## config.mk

```make
export PLATFORM = sky130hd
export DESIGN_NAME = stage_mem
export DESIGN_NICKNAME = d
export VERILOG_FILES = /design/src/rtl/rvcpu_pkg.sv /design/src/rtl/stage_mem_load_formatter.sv /design/src/rtl/stage_mem.sv
export SDC_FILE = /design/constraint.sdc
export NUM_CORES = 1
export LEC_CHECK = 0
export ABC_CLOCK_PERIOD_IN_PS = 2300
export CORE_UTILIZATION = 45
export DETAILED_ROUTE_END_ITERATION = 16
export GPL_TIMING_DRIVEN = 0
export HOLD_SLACK_MARGIN = 0.06
export MAX_ROUTING_LAYER = met4
export PLACE_DENSITY_LB_ADDON = 0.12
export SLEW_MARGIN = 20
export SYNTH_ARGS = -nofsm -noshare
export SYNTH_HDL_FRONTEND = slang
export SYNTH_HIERARCHICAL = 1
export SYNTH_SLANG_ARGS = --single-unit
```

## constraint.sdc

```tcl
create_clock -name clk -period 2.3 [get_ports clk]
set_input_delay 0.575 -clock clk [delete_from_list [all_inputs] [get_ports clk]]
set_output_delay 0.575 -clock clk [all_outputs]
set_load 0.005 [all_outputs]
```

## src/rtl/rvcpu_pkg.sv

```systemverilog
// rvcpu: shared types for the CPU pipeline stages.
// Holds the execute-to-memory and memory-to-writeback bundles.
// Also holds the memory-op encodings, the stage_mem FSM states and
// the alignment helper used by the memory stage.
package rvcpu;

    localparam int Width = 32;

    typedef logic [Width-1:0] data_t;
    typedef logic [Width-1:0] pc_t;
    typedef logic [4:0]       reg_t;

    typedef struct packed {
        data_t res;
        pc_t   pc;
    } stage_ex_t;

    typedef enum logic [1:0] {
        mem_none,
        mem_load,
        mem_store
    } mem_op_t;

    typedef enum logic [1:0] {
        size_byte,
        size_half,
        size_word
    } mem_size_t;

    typedef struct packed {
        pc_t   pc;
        reg_t  rd;
        logic  rd_valid;
        data_t data;
        logic  fault;
    } stage_mem_t;

    typedef enum logic [1:0] {
        IDLE,
        REQ,
        WAIT,
        DONE
    } mem_state_t;

    // Byte accesses can never be misaligned. Halves need an even address,
    // and words need a 4-byte aligned address.
    function automatic logic is_misaligned(input mem_size_t size, input logic [1:0] offset);
        case (size)
            size_byte: return 1'b0;
            size_half: return offset[0];
            default:   return offset != 2'b00;
        endcase
    endfunction

endpackage

```

## src/rtl/stage_mem_load_formatter.sv

```systemverilog
// load_formatter: purely combinational lane extraction for loads.
// Ports:
//   rdata       - full 32-bit word returned by data memory
//   offset      - byte offset of the access inside that word
//   size        - access size (byte / half / word)
//   is_unsigned - zero-extend instead of sign-extend
//   data        - formatted value for the destination register
module load_formatter
    import rvcpu::*;
(
    input  data_t       rdata,
    input  logic [1:0]  offset,
    input  mem_size_t   size,
    input  logic        is_unsigned,
    output data_t       data
);

    logic [15:0] lane;
    logic        sign_b;
    logic        sign_h;

    // Shift the addressed byte down to bit 0.
    // Only the low 16 bits of the shifted word can ever be returned.
    always_comb begin
        lane   = 16'(rdata >> {offset, 3'b000});
        sign_b = ~is_unsigned & lane[7];
        sign_h = ~is_unsigned & lane[15];
        data   = rdata;
        case (size)
            size_byte: data = {{24{sign_b}}, lane[7:0]};
            size_half: data = {{16{sign_h}}, lane[15:0]};
            default:   data = rdata;
        endcase
    end

endmodule

```

## src/rtl/stage_mem.sv

```systemverilog
// stage_mem: pipeline memory stage between execute and writeback.
// It accepts one execute bundle at a time. An aligned load or store
// issues a single data-memory request; other bundles pass straight
// through. The stage then presents one writeback bundle.
// Ports:
//   clk, rst                 - clock, asynchronous active-low reset
//   in_valid/in_ready        - execute bundle handshake
//   ex, rd, rd_valid         - execute result and destination register
//   store_data, mem_op,
//   mem_size, mem_unsigned   - memory-op side information
//   dmem_req_*/dmem_addr/
//   dmem_we/dmem_wdata/
//   dmem_wstrb               - data-memory request channel
//   dmem_rsp_valid/rdata     - data-memory load response channel
//   out_valid/out_ready/out  - writeback bundle handshake
module stage_mem
    import rvcpu::*;
#(
    parameter int Width = rvcpu::Width
) (
    input  logic             clk,
    input  logic             rst,
    input  logic             in_valid,
    output logic             in_ready,
    input  stage_ex_t        ex,
    input  reg_t             rd,
    input  logic             rd_valid,
    input  logic [Width-1:0] store_data,
    input  mem_op_t          mem_op,
    input  mem_size_t        mem_size,
    input  logic             mem_unsigned,
    output logic             dmem_req_valid,
    input  logic             dmem_req_ready,
    output logic [Width-1:0] dmem_addr,
    output logic             dmem_we,
    output logic [Width-1:0] dmem_wdata,
    output logic [3:0]       dmem_wstrb,
    input  logic             dmem_rsp_valid,
    input  logic [Width-1:0] dmem_rdata,
    output logic             out_valid,
    input  logic             out_ready,
    output stage_mem_t       out
);

    mem_state_t state;
    mem_state_t state_next;
    mem_state_t dispatch_state;

    logic       in_accept;
    logic       mem_access;
    logic       misaligned;

    data_t      wdata_fmt;
    logic [3:0] wstrb_fmt;

    data_t      res_q;
    pc_t        pc_q;
    reg_t       rd_q;
    logic       rd_valid_q;
    logic       we_q;
    data_t      wdata_q;
    logic [3:0] wstrb_q;
    mem_size_t  size_q;
    logic       unsigned_q;
    stage_mem_t out_q;
    data_t      load_data;

    // A new bundle can enter when the stage is empty. It can also enter
    // when the current result leaves in this same cycle, which is the
    // back-to-back case.
    assign in_ready   = (state == IDLE) || (state == DONE && out_ready);
    assign in_accept  = in_valid && in_ready;
    assign mem_access = (mem_op == mem_load) || (mem_op == mem_store);
    assign misaligned = mem_access && is_misaligned(mem_size, ex.res[1:0]);

    // Only aligned memory ops go to the bus.
    // Pass-through bundles and faulting bundles finish immediately.
    always_comb begin
        dispatch_state = DONE;
        if (mem_access && !misaligned) begin
            dispatch_state = REQ;
        end
    end

    // Replicate the store data across every lane it could land in.
    // The strobe then selects the lane that is actually written.
    always_comb begin
        wdata_fmt = store_data;
        wstrb_fmt = 4'b1111;
        case (mem_size)
            size_byte: begin
                wdata_fmt = {4{store_data[7:0]}};
                wstrb_fmt = 4'b0001 << ex.res[1:0];
            end
            size_half: begin
                wdata_fmt = {2{store_data[15:0]}};
                wstrb_fmt = 4'b0011 << ex.res[1:0];
            end
            default: begin
                wdata_fmt = store_data;
                wstrb_fmt = 4'b1111;
            end
        endcase
        if (mem_op != mem_store) begin
            wstrb_fmt = 4'b0000;
        end
    end

    always_comb begin
        state_next = state;
        case (state)
            IDLE: begin
                if (in_accept) begin
                    state_next = dispatch_state;
                end
            end
            REQ: begin
                if (dmem_req_ready) begin
                    state_next = we_q ? DONE : WAIT;
                end
            end
            WAIT: begin
                if (dmem_rsp_valid) begin
                    state_next = DONE;
                end
            end
            DONE: begin
                if (out_ready) begin
                    state_next = in_accept ? dispatch_state : IDLE;
                end
            end
            default: state_next = IDLE;
        endcase
    end

    always_ff @(posedge clk or negedge rst) begin
        if (!rst) begin
            state <= IDLE;
        end else begin
            state <= state_next;
        end
    end

    // The request fields only change on acceptance. Acceptance cannot
    // happen in REQ, so the bus sees stable values for the whole
    // backpressure window.
    always_ff @(posedge clk or negedge rst) begin
        if (!rst) begin
            res_q      <= '0;
            pc_q       <= '0;
            rd_q       <= '0;
            rd_valid_q <= 1'b0;
            we_q       <= 1'b0;
            wdata_q    <= '0;
            wstrb_q    <= '0;
            size_q     <= size_byte;
            unsigned_q <= 1'b0;
            out_q      <= '0;
        end else if (in_accept) begin
            res_q      <= ex.res;
            pc_q       <= ex.pc;
            rd_q       <= rd;
            rd_valid_q <= rd_valid && (mem_op != mem_store);
            we_q       <= (mem_op == mem_store);
            wdata_q    <= wdata_fmt;
            wstrb_q    <= wstrb_fmt;
            size_q     <= mem_size;
            unsigned_q <= mem_unsigned;
            if (dispatch_state == DONE) begin
                out_q <= '{pc: ex.pc, rd: rd, rd_valid: rd_valid && !misaligned,
                           data: ex.res, fault: misaligned};
            end
        end else if (state == REQ && dmem_req_ready && we_q) begin
            out_q <= '{pc: pc_q, rd: rd_q, rd_valid: 1'b0, data: res_q, fault: 1'b0};
        end else if (state == WAIT && dmem_rsp_valid) begin
            out_q <= '{pc: pc_q, rd: rd_q, rd_valid: rd_valid_q, data: load_data, fault: 1'b0};
        end
    end

    load_formatter u_load_formatter (
        .rdata       (dmem_rdata),
        .offset      (res_q[1:0]),
        .size        (size_q),
        .is_unsigned (unsigned_q),
        .data        (load_data)
    );

    assign dmem_req_valid = (state == REQ);
    assign dmem_addr      = {res_q[Width-1:2], 2'b00};
    assign dmem_we        = we_q;
    assign dmem_wdata     = wdata_q;
    assign dmem_wstrb     = wstrb_q;
    assign out_valid      = (state == DONE);
    assign out            = out_q;

endmodule
```

==> flow_summary_export.csv, run 1 <==
group,metric,value,unit
status,status,"completed",
synthesis,avgSynthCellArea,9.80,um^2
power,powerDensity,1350,nW/um^2
critical_path,reg2reg_depth,6,
final_layout,finalCoreUtilization,65.9,%
final_layout,multi_input_area,3780,um^2
critical_path,crit_path_end_kind,"primary output",
die,fp.dieW,143,um
global_route,track_usage,30.2,%
synthesis,ys_types,49,
critical_path,rrSetupSlack,90,ps
clock_tree,htree_levels,4,
synthesis,syn-instance-count,913,
routing,vias,8078,
routing,wl_per_cell,19.4,um
synthesis,seq_area_frac_synth,51.2,%
routing,routed_wl,29.0,mm
sta,whs,121,ps
routing,drc_errors,0,
global_route,gr-total-overflow,0,
routing,ant_nets,0,
global_route,grt_max_degree,97,
global_route,antenna_found_initial,0,
critical_path,worstPathRequired,1730,ps
sta,skew,13.5,ps
critical_path,cp_max_fo,9,
place,placement.cell_area,12100,um^2
critical_path,arrival,1640,ps
clock_tree,clock_latency,440,ps
sta,fin_crit,2220,ps
global_route,grt_pass1_wl,45.0,mm
synthesis,synth_top_flop_cell,"dfrtp_1",
clock_tree,cts_made_buffers,17,
power,leakage,0.00576,uW
routing,vias_per_cell,5.39,
final_layout,design_area,12800,um^2
final_layout,seq_area,4580,um^2
die,coreArea,19500,um^2
synthesis,synth_edf_count,0,
final_layout,area_growth,43.3,%
clock_tree,clock_path_buffers,2,
routing,drtIter0Drc,602,
die,fp.dieH,143,um
clock_tree,path_clk_slew,80,ps
critical_path,crit_path_start_kind,"flip-flop",
die,start_util,46.0,%
sta,worst_pin_slew,961,ps
final_layout,fill_cells,1550,
synthesis,postSynth.asyncResetShare,100,%
power,ir_worst_vdd,0.730,mV
die,die_area,20500,um^2
final_layout,nNetsFinal,1366,
final_layout,diodes,0,
final_layout,drive_above_1_share,15.3,%
global_route,grt_pass1_vias,8191,
clock_tree,cts_tree,"done",
sta,fmax,451,MHz
place,place_hpwl,20.7,mm
place,portBuffers,283,
critical_path,reg2reg_from,"res_q[1]",
synthesis,synth_area,8950,um^2
sta,hold_viol_final,0,
sta,setup_violations,0,
final_layout,fin_cells,1498,
sta,slew-limit-headroom,35.7,%
die,num_io_pins,288,
sta,drv_slew,0,
critical_path,worstReg2RegEnd,"out[31]",
place,dpl.cell_count,1463,
place,finalWeightedCongestion,0.910,
clock_tree,cts_sinks,183,
sta,finalCritPeriodShare,96.5,%
flow_run,cap_violations,0,
synthesis,ys_warn_count,6,
clock_tree,clockRootBuffer,"clkbuf_16",
sta,rsz0062_at_grt,"false",
critical_path,criticalPathCategory,"reg2out",
die,rows,51,
hold_path,hp-class,"in2async",
synthesis,synth_seq_cells,183,
routing,dr.pass1.iters,5,
==> what timing repair did <==
action | in CTS | in global routing
buffers inserted | 1 | 2
gates resized for setup | 7 | 15
cloned | 1 | 0
setup endpoints to repair | 20 | 35
pin swaps | 1 | 1
hold buffers | 0 | 0
==> synth_stat cells (2+ instances only) <==
cell type / count / area, um^2
a211oi_1: 2 / 15.0
a21oi_1: 16 / 80.1
a22o_1: 6 / 52.6
a2bb2oi_1: 2 / 17.5
a31oi_1: 2 / 12.5
and2_1: 3 / 18.8
buf_2: 33 / 165
buf_4: 33 / 248
buf_6: 4 / 45.0
clkbuf_1: 28 / 105
dfrtp_1: 183 / 4580
inv_1: 7 / 26.3
mux2i_1: 31 / 310
nand2_1: 300 / 1130
nand2b_1: 27 / 169
nand3b_1: 7 / 52.6
nor2_1: 13 / 48.8
nor2b_1: 6 / 37.5
o211a_1: 7 / 70.1
o21a_1: 4 / 30.0
o21ai_0: 40 / 200
o21ai_1: 10 / 50.1
o21ai_2: 2 / 17.5
o221a_1: 7 / 78.8
o221a_2: 63 / 709
o22a_1: 32 / 280
o2bb2ai_1: 6 / 52.6
o31ai_1: 8 / 60.1
or2b_1: 11 / 82.6
==> worst max-delay path: stages, from the launching register on <==
cell           delay (ps)
dfrtp_2               470
and3_4                180
or2_2                 270
dlygate4sd2_1         290
==> how the worst max path moves through the flow <==
stage,start,endpoint,slack [ps],cells after the start
2_1_floorplan,dmem_rdata[31],out[22],170,6
3_3_place_gp,rst,pc_q[11],-7140,1
3_5_place_dp,dmem_rdata[31],out[12],-630,6
4_1_cts,state[0],out[55],-0.5,6
5_1_grt,res_q[1],out[12],9,8
6_report,state[1],in_ready,80,3
==> metrics by stage <==
| stage | setup TNS (ps) | setup slack [ps] | power [uW] |
|---|---|---|---|
| after global routing | 0 | 8.93 | 18500 |
| after CTS | -0.503 | -0.503 | 17300 |
| after detailed placement | -60320 | -631 | 14200 |
| after global placement | -1362010 | -7140 | 14000 |
| final | 0 | 81.3 | 17300 |
| after floorplan | 0 | 169 | 9970 |
==> power breakdown <==
part,switching (uW),internal (uW)
registers,998,4800
logic,3670,4760
clock network,1510,1590
total,6170,11100
==> cell type report <==
class | count | area share [%]
buffer | 98 | 4.47
clock buffer | 17 | 3.32
clock inverter | 15 | 1.60
inverter | 8 | 0.234
multi-input combinational | 624 | 29.5
sequential | 183 | 35.7
tap | 265 | 2.59
timing repair buffer | 288 | 22.6
==> kinds of logic (layout without fill, tap and decap cells) <==
kind of cell | after synthesis | in the layout | synth area share (%)
AO/OA/AOI/OAI | 212 | 212 | 20.1
adder cells (fa/ha/maj) | 1 | 1 | 0.140
buffers and inverters | 107 | 426 | 6.67
flip-flops | 183 | 183 | 51.2
multiplexers | 33 | 33 | 3.85
other | 1 | 2 | 0.0419
AND/OR/NAND/NOR | 376 | 376 | 18.1
==> flip-flops by register name, indices dropped and copies added (netlist names) <==
signal      cells
dmem_wdata     32
unsigned_q      1
out            71
dmem_we         1
rd_q            5
dmem_wstrb      4
state           2
size_q          2
res_q          32
pc_q           32
rd_valid_q      1
==> cells in the final DEF, fill, tap and decap left out, types with 8 or more instances in the layout <==
cell type | synthesis | final
o22a_1 | 32 | 32
buf_4 | 33 | 35
nand2_1 | 300 | 300
clkdlybuf4s50_1 | 0 | 274
nor2_1 | 13 | 13
clkbuf_16 | 0 | 17
or2b_1 | 11 | 11
mux2i_1 | 31 | 31
clkbuf_1 | 28 | 24
a21oi_1 | 16 | 15
o31ai_1 | 8 | 8
nand2b_1 | 27 | 27
o21ai_1 | 10 | 10
dfrtp_1 | 183 | 182
o221a_2 | 63 | 63
o21ai_0 | 40 | 40
buf_2 | 33 | 32
==> metal layers <==
metal	routed length, um	track usage [%]
met5	0	-
met4	718	9.22
met3	2070	6.71
met2	13700	47.9
met1	12500	38.5
Note: power is estimated with default switching activity, not from simulation.
==> run 2: changes to the inputs <==
- ABC_CLOCK_PERIOD_IN_PS: 2300 -> 1900
- CORE_UTILIZATION: 45 -> 42
- clock period: 2.3 -> 1.9 ns (I/O delays scaled with it)
==> run 2 against run 1 <==
  * First-iteration DRC count shrank 24%
  * The run now ends with setup timing left
  * Highest routed layer unchanged
  * Clock skew shrank 6.1 ps
  * Core utilization shrank 2.1 points
  * Die area grew 7.0%
==> flow_summary_export.csv, run 2 (synthesis gave the netlist of run 1 again) <==
group,metric,value,unit
sta,slew-limit-headroom,51.4,%
sta,whs,435,ps
power,ir_worst_vdd,0.721,mV
critical_path,reg2reg_from,"res_q[1]",
final_layout,design_area,13400,um^2
routing,dr.pass1.iters,5,
global_route,antenna_found_initial,3,
global_route,gr-total-overflow,0,
hold_path,min_path_cells,3,
die,fp.dieW,148,um
sta,fin_crit,2080,ps
critical_path,crit_path_end_kind,"flip-flop",
hold_path,hp-start,"ex[33]",
final_layout,layout_commonest_cell,"nand2_1",
sta,finalCritPeriodShare,110,%
clock_tree,htree_levels,4,
global_route,grt_pass1_vias,8203,
die,fp.dieH,148,um
die,die_area,21900,um^2
critical_path,worstReg2RegEnd,"out[30]",
place,finalWeightedCongestion,0.922,
final_layout,fill_cells,1797,
clock_tree,clockRootBuffer,"clkbuf_16",
place,placement.cell_area,12200,um^2
global_route,track_usage,27.9,%
critical_path,reg2reg_depth,6,
critical_path,crit_path_start_kind,"flip-flop",
critical_path,rrSetupSlack,-180,ps
die,coreArea,21000,um^2
clock_tree,clock_latency,430,ps
routing,ant_nets,0,
sta,skew,7.39,ps
sta,drv_slew,0,
routing,vias_per_cell,5.31,
final_layout,nNetsFinal,1398,
routing,routed_wl,29.3,mm
final_layout,drive_above_1_share,19.9,%
sta,rsz0062_at_grt,"true",
place,portBuffers,283,
place,place_hpwl,21.1,mm
routing,drtIter0Drc,455,
clock_tree,path_clk_slew,70,ps
critical_path,cp_slowest_cell,"mux4_2",
clock_tree,cts_sinks,183,
critical_path,criticalPathCategory,"reg2reg",
global_route,grt_max_degree,78,
place,dpl_worst_slack,-962,ps
die,rows,53,
critical_path,path_cells,"mux4_2, a221oi_4, buf_6, o21ai_2, o22a_1, o221a_2",
clock_tree,cts_made_buffers,17,
critical_path,worstPathRequired,2220,ps
critical_path,max_stage_delay,580,ps
sta,setup_ws,-181,ps
clock_tree,cts_tree,"done",
global_route,grt_pass1_wl,45.2,mm
critical_path,cp_top_family,"compound AO/OA/AOI/OAI gates",
sta,worst_pin_slew,729,ps
routing,drc_errors,0,
sta,fmax,480,MHz
die,num_io_pins,288,
critical_path,worst-path-buf-inv,1,
power,power,21800,uW
hold_path,hp-class,"in2reg",
die,start_util,42.7,%
routing,vias,8188,
hold_path,worstHoldEndpoint,"res_q[1]",
final_layout,final_cell_mix,"nand2_1 (300), clkdlybuf4s50_1 (253), dfrtp_1 (182), buf_4 (68), o221a_2 (63)",
routing,wl_per_cell,19.0,um
flow_run,cap_violations,0,
sta,hold_viol_final,0,
clock_tree,clock_path_buffers,2,
critical_path,cp_max_fo,5,
place,dpl.cell_count,1474,
power,leakage,0.00618,uW
sta,setup_violations,29,
critical_path,arrival,2400,ps
power,powerDensity,1630,nW/um^2
final_layout,fin_cells,1543,
status,status,"complete, but fails checks",
status,violations,"setup timing",
final_layout,largest_reg_flops,71,
final_layout,area_growth,49.4,%
==> run 2: cell types whose count changed in the layout (fill, tap and decap cells not counted), sizes merged, moves of 3 or more <==
| cell | change |
|---|---|
| buf | +29 |
| clkdlybuf4s50 | -21 |
| dlygate4sd2 | +7 |
| diode | +3 |
| dlymetal6s2s | +11 |
| clkbuf | +6 |
==> run 2: tightest hold or removal path: stages <==
cell,delay (ps)
clkbuf_1,200
nand2_1,110
nand2_1,50
==> run 2: report_power, final <==
part	total (uW)	internal, uW	switching (uW)
Combinational	11200	6360	4810
Clock	3750	2040	1710
Sequential	6910	5810	1100
Total	21800	14200	7610
==> run 2: how the worst max path moves through the flow <==
stage / from / end / slack (ps) / depth (start not counted)
after floorplan: res_q[1] / out[22] / -170 / 7
after CTS: res_q[1] / out[26] / -240 / 7
after detailed placement: dmem_rdata[23] / out[12] / -960 / 6
final: res_q[1] / out[30] / -180 / 6
after global routing: res_q[1] / out[30] / -260 / 7
after global placement: rst / out[41] / -7520 / 1
==> run 2: stage by stage <==
stage | util, % | TNS (ps)
2_1_floorplan | - | -2930
3_3_place_gp | 57.9 | -1490280
3_5_place_dp | 58.2 | -120600
4_1_cts | 62.8 | -4530
5_1_grt | 63.8 | -5610
6_report | 63.8 | -3120
==> run 2: area by class of cell <==
cell class                 count  area [um^2]  share of cell area (%)
inverter                       8         31.3                   0.234
multi-input combinational    624         3960                    29.6
clock inverter                14          181                    1.36
sequential                   183         4580                    34.3
tap                          275          344                    2.57
buffer                        97          609                    4.56
antenna                        3         7.51                  0.0562
clock buffer                  18          439                    3.29
timing repair buffer         321         3220                    24.1
==> run 2: routing by layer <==
metal | global-route usage, % | wire [um] | vias up
met1 | 35.9 | 12500 | 3972
met5 | - | 0 | -
met3 | 7.25 | 2360 | 47
met4 | 8.71 | 687 | 0
met2 | 43.1 | 13800 | 326
li1 | - | - | 3843
==> run 2: repair_timing <==
action                                 in CTS  in global routing
setup endpoints to repair                 194                189
buffers inserted                           22                 13
hold buffers                                1                  0
endpoints found under the hold margin      53                  0
cloned                                      1                  0
pin swaps                                  18                  8
resized for setup                          64                 52
==> run 3: changes to the inputs <==
- ABC_CLOCK_PERIOD_IN_PS: 1900 -> 2600
- CORE_UTILIZATION: 42 -> 45
- clock period: 1.9 -> 2.6 ns (I/O delays scaled with it)
==> run 3 against run 2 <==
  * The flow now finishes without violations
  * Combinational power down 34%
  * Wire length down 0.82%
  * Hold slack worse by 240 ps
  * Global-route usage up 2.2 points
  * Largest power group unchanged
==> flow_summary_export.csv, run 3 (synthesis gave the netlist of run 1 again) <==
group,metric,value,unit
die,coreArea,19500,um^2
clock_tree,clock_latency,440,ps
global_route,track_usage,30.2,%
clock_tree,clock_path_buffers,2,
final_layout,design_area,12800,um^2
flow_run,cap_violations,0,
sta,slew-limit-headroom,36.1,%
sta,hold_viol_final,0,
critical_path,criticalPathCategory,"in2out",
clock_tree,htree_levels,4,
critical_path,cp-endpoint,"in_ready",
routing,wl_per_cell,19.4,um
power,power,15300,uW
critical_path,rrSetupSlack,220,ps
final_layout,drive_above_1_share,14.6,%
critical_path,path_cells,"clkdlybuf4s50_1, and3_1, or2_2, dlygate4sd2_1",
status,status,"completed",
global_route,antenna_found_initial,0,
die,fp.dieW,143,um
place,portBuffers,283,
sta,drv_slew,0,
critical_path,reg2reg_depth,7,
place,finalWeightedCongestion,0.910,
routing,vias_per_cell,5.42,
global_route,grt_pass1_wl,45.0,mm
critical_path,worst-path-buf-inv,2,
final_layout,final_cell_mix,"nand2_1 (300), clkdlybuf4s50_1 (281), dfrtp_1 (183), o221a_2 (63), o21ai_0 (40)",
clock_tree,clockRootBuffer,"clkbuf_16",
critical_path,arrival,1920,ps
critical_path,crit_path_end_kind,"primary output",
final_layout,diodes,0,
critical_path,cp_top_family,"buffers and inverters",
die,start_util,46.0,%
sta,skew,13.8,ps
die,rows,51,
critical_path,cp.depth,4,
critical_path,cp_slowest_cell,"clkdlybuf4s50_1",
die,fp.dieH,143,um
clock_tree,cts_sinks,183,
critical_path,max_stage_delay,450,ps
place,dpl.cell_count,1463,
clock_tree,holdBufCountCts,0,
place,place_hpwl,20.7,mm
critical_path,reg2reg_from,"res_q[1]",
routing,drtIter0Drc,595,
clock_tree,path_clk_slew,80,ps
final_layout,layout_commonest_cell,"nand2_1",
place,placement.cell_area,12100,um^2
hold_path,hp-class,"in2async",
critical_path,crit_path_start_kind,"input port",
routing,routed_wl,29.0,mm
global_route,grt_max_degree,97,
global_route,grt_pass1_vias,8186,
routing,ant_nets,0,
sta,tns,0,ps
final_layout,largest_reg_flops,71,
clock_tree,cts_made_buffers,17,
sta,finalCritPeriodShare,98.9,%
critical_path,worstReg2RegEnd,"out[27]",
sta,worst_pin_slew,955,ps
critical_path,cp-startpoint,"out_ready",
die,num_io_pins,288,
sta,fmax,389,MHz
routing,dr.pass1.iters,5,
power,ir_worst_vdd,0.645,mV
final_layout,area_growth,42.8,%
routing,drc_errors,0,
die,die_area,20500,um^2
power,leakage,0.00570,uW
critical_path,worstPathRequired,1950,ps
power,powerDensity,1190,nW/um^2
routing,vias,8100,
global_route,gr-total-overflow,0,
clock_tree,cts_tree,"done",
critical_path,cp_max_fo,4,
sta,setup_violations,0,
final_layout,nNetsFinal,1363,
sta,rsz0062_at_grt,"false",
final_layout,fin_cells,1495,
sta,fin_crit,2570,ps
==> run 3: worst min-delay path by stage <==
stage,startpoint,end,slack (ps),depth (start not counted)
6_report,rst,res_q[20],190,1
5_1_grt,rst,res_q[20],250,1
4_1_cts,rst,res_q[20],230,1
3_5_place_dp,pc_q[28],pc_q[28],450,2
3_3_place_gp,pc_q[21],pc_q[21],450,2
2_1_floorplan,rst,dmem_wdata[0],350,0
==> run 3: through the flow <==
step	setup slack, ps	hold WS [ps]	utilization [%]
CTS	42.9	231	65.7
global placement	-6920	448	62.3
finish	27.9	193	65.7
detailed placement	-406	453	62.4
floorplan	394	354	-
global route	1.29	247	65.7
==> run 3: area by class of cell <==
| class | instances | area (um^2) |
|---|---|---|
| repair buffers | 284 | 2860 |
| well taps | 265 | 332 |
| inverters | 8 | 30.0 |
| clock inverters | 15 | 205 |
| plain buffers | 99 | 567 |
| clock buffers | 17 | 425 |
| fillers | 1557 | 6680 |
| multi-input cells | 624 | 3780 |
| flip-flops and latches | 183 | 4580 |
==> run 3: timing repair <==
item | CTS | global route
buffers inserted | 0 | 0
pin swaps | 0 | 1
gates cloned | 0 | 0
gates resized for setup | 2 | 0
setup endpoints to repair | 2 | 1
==> run 3: per-layer routing <==
metal  up-vias  global-route usage [%]  routed length, um
li1       3773                       -                  -
met1      3969                    38.4              12600
met2       313                    47.9              13700
met3        45                    6.71               1980
met4         0                    9.28                716
met5         -                       -                  0
==> run 3: worst reg2reg max path, cell delays in order, from the launching register on <==
cell	delay, ps
dfrtp_1	380
buf_6	180
mux4_2	590
a221oi_4	460
buf_6	200
o21ai_1	110
o22a_1	250
o221a_2	120
==> run 3: power by group <==
part	internal [uW]	leakage (uW)	switching [uW]
Combinational	4170	0.00319	3250
Sequential	4240	0.00220	867
Clock	1400	0.000304	1330
Total	9820	0.00570	5450
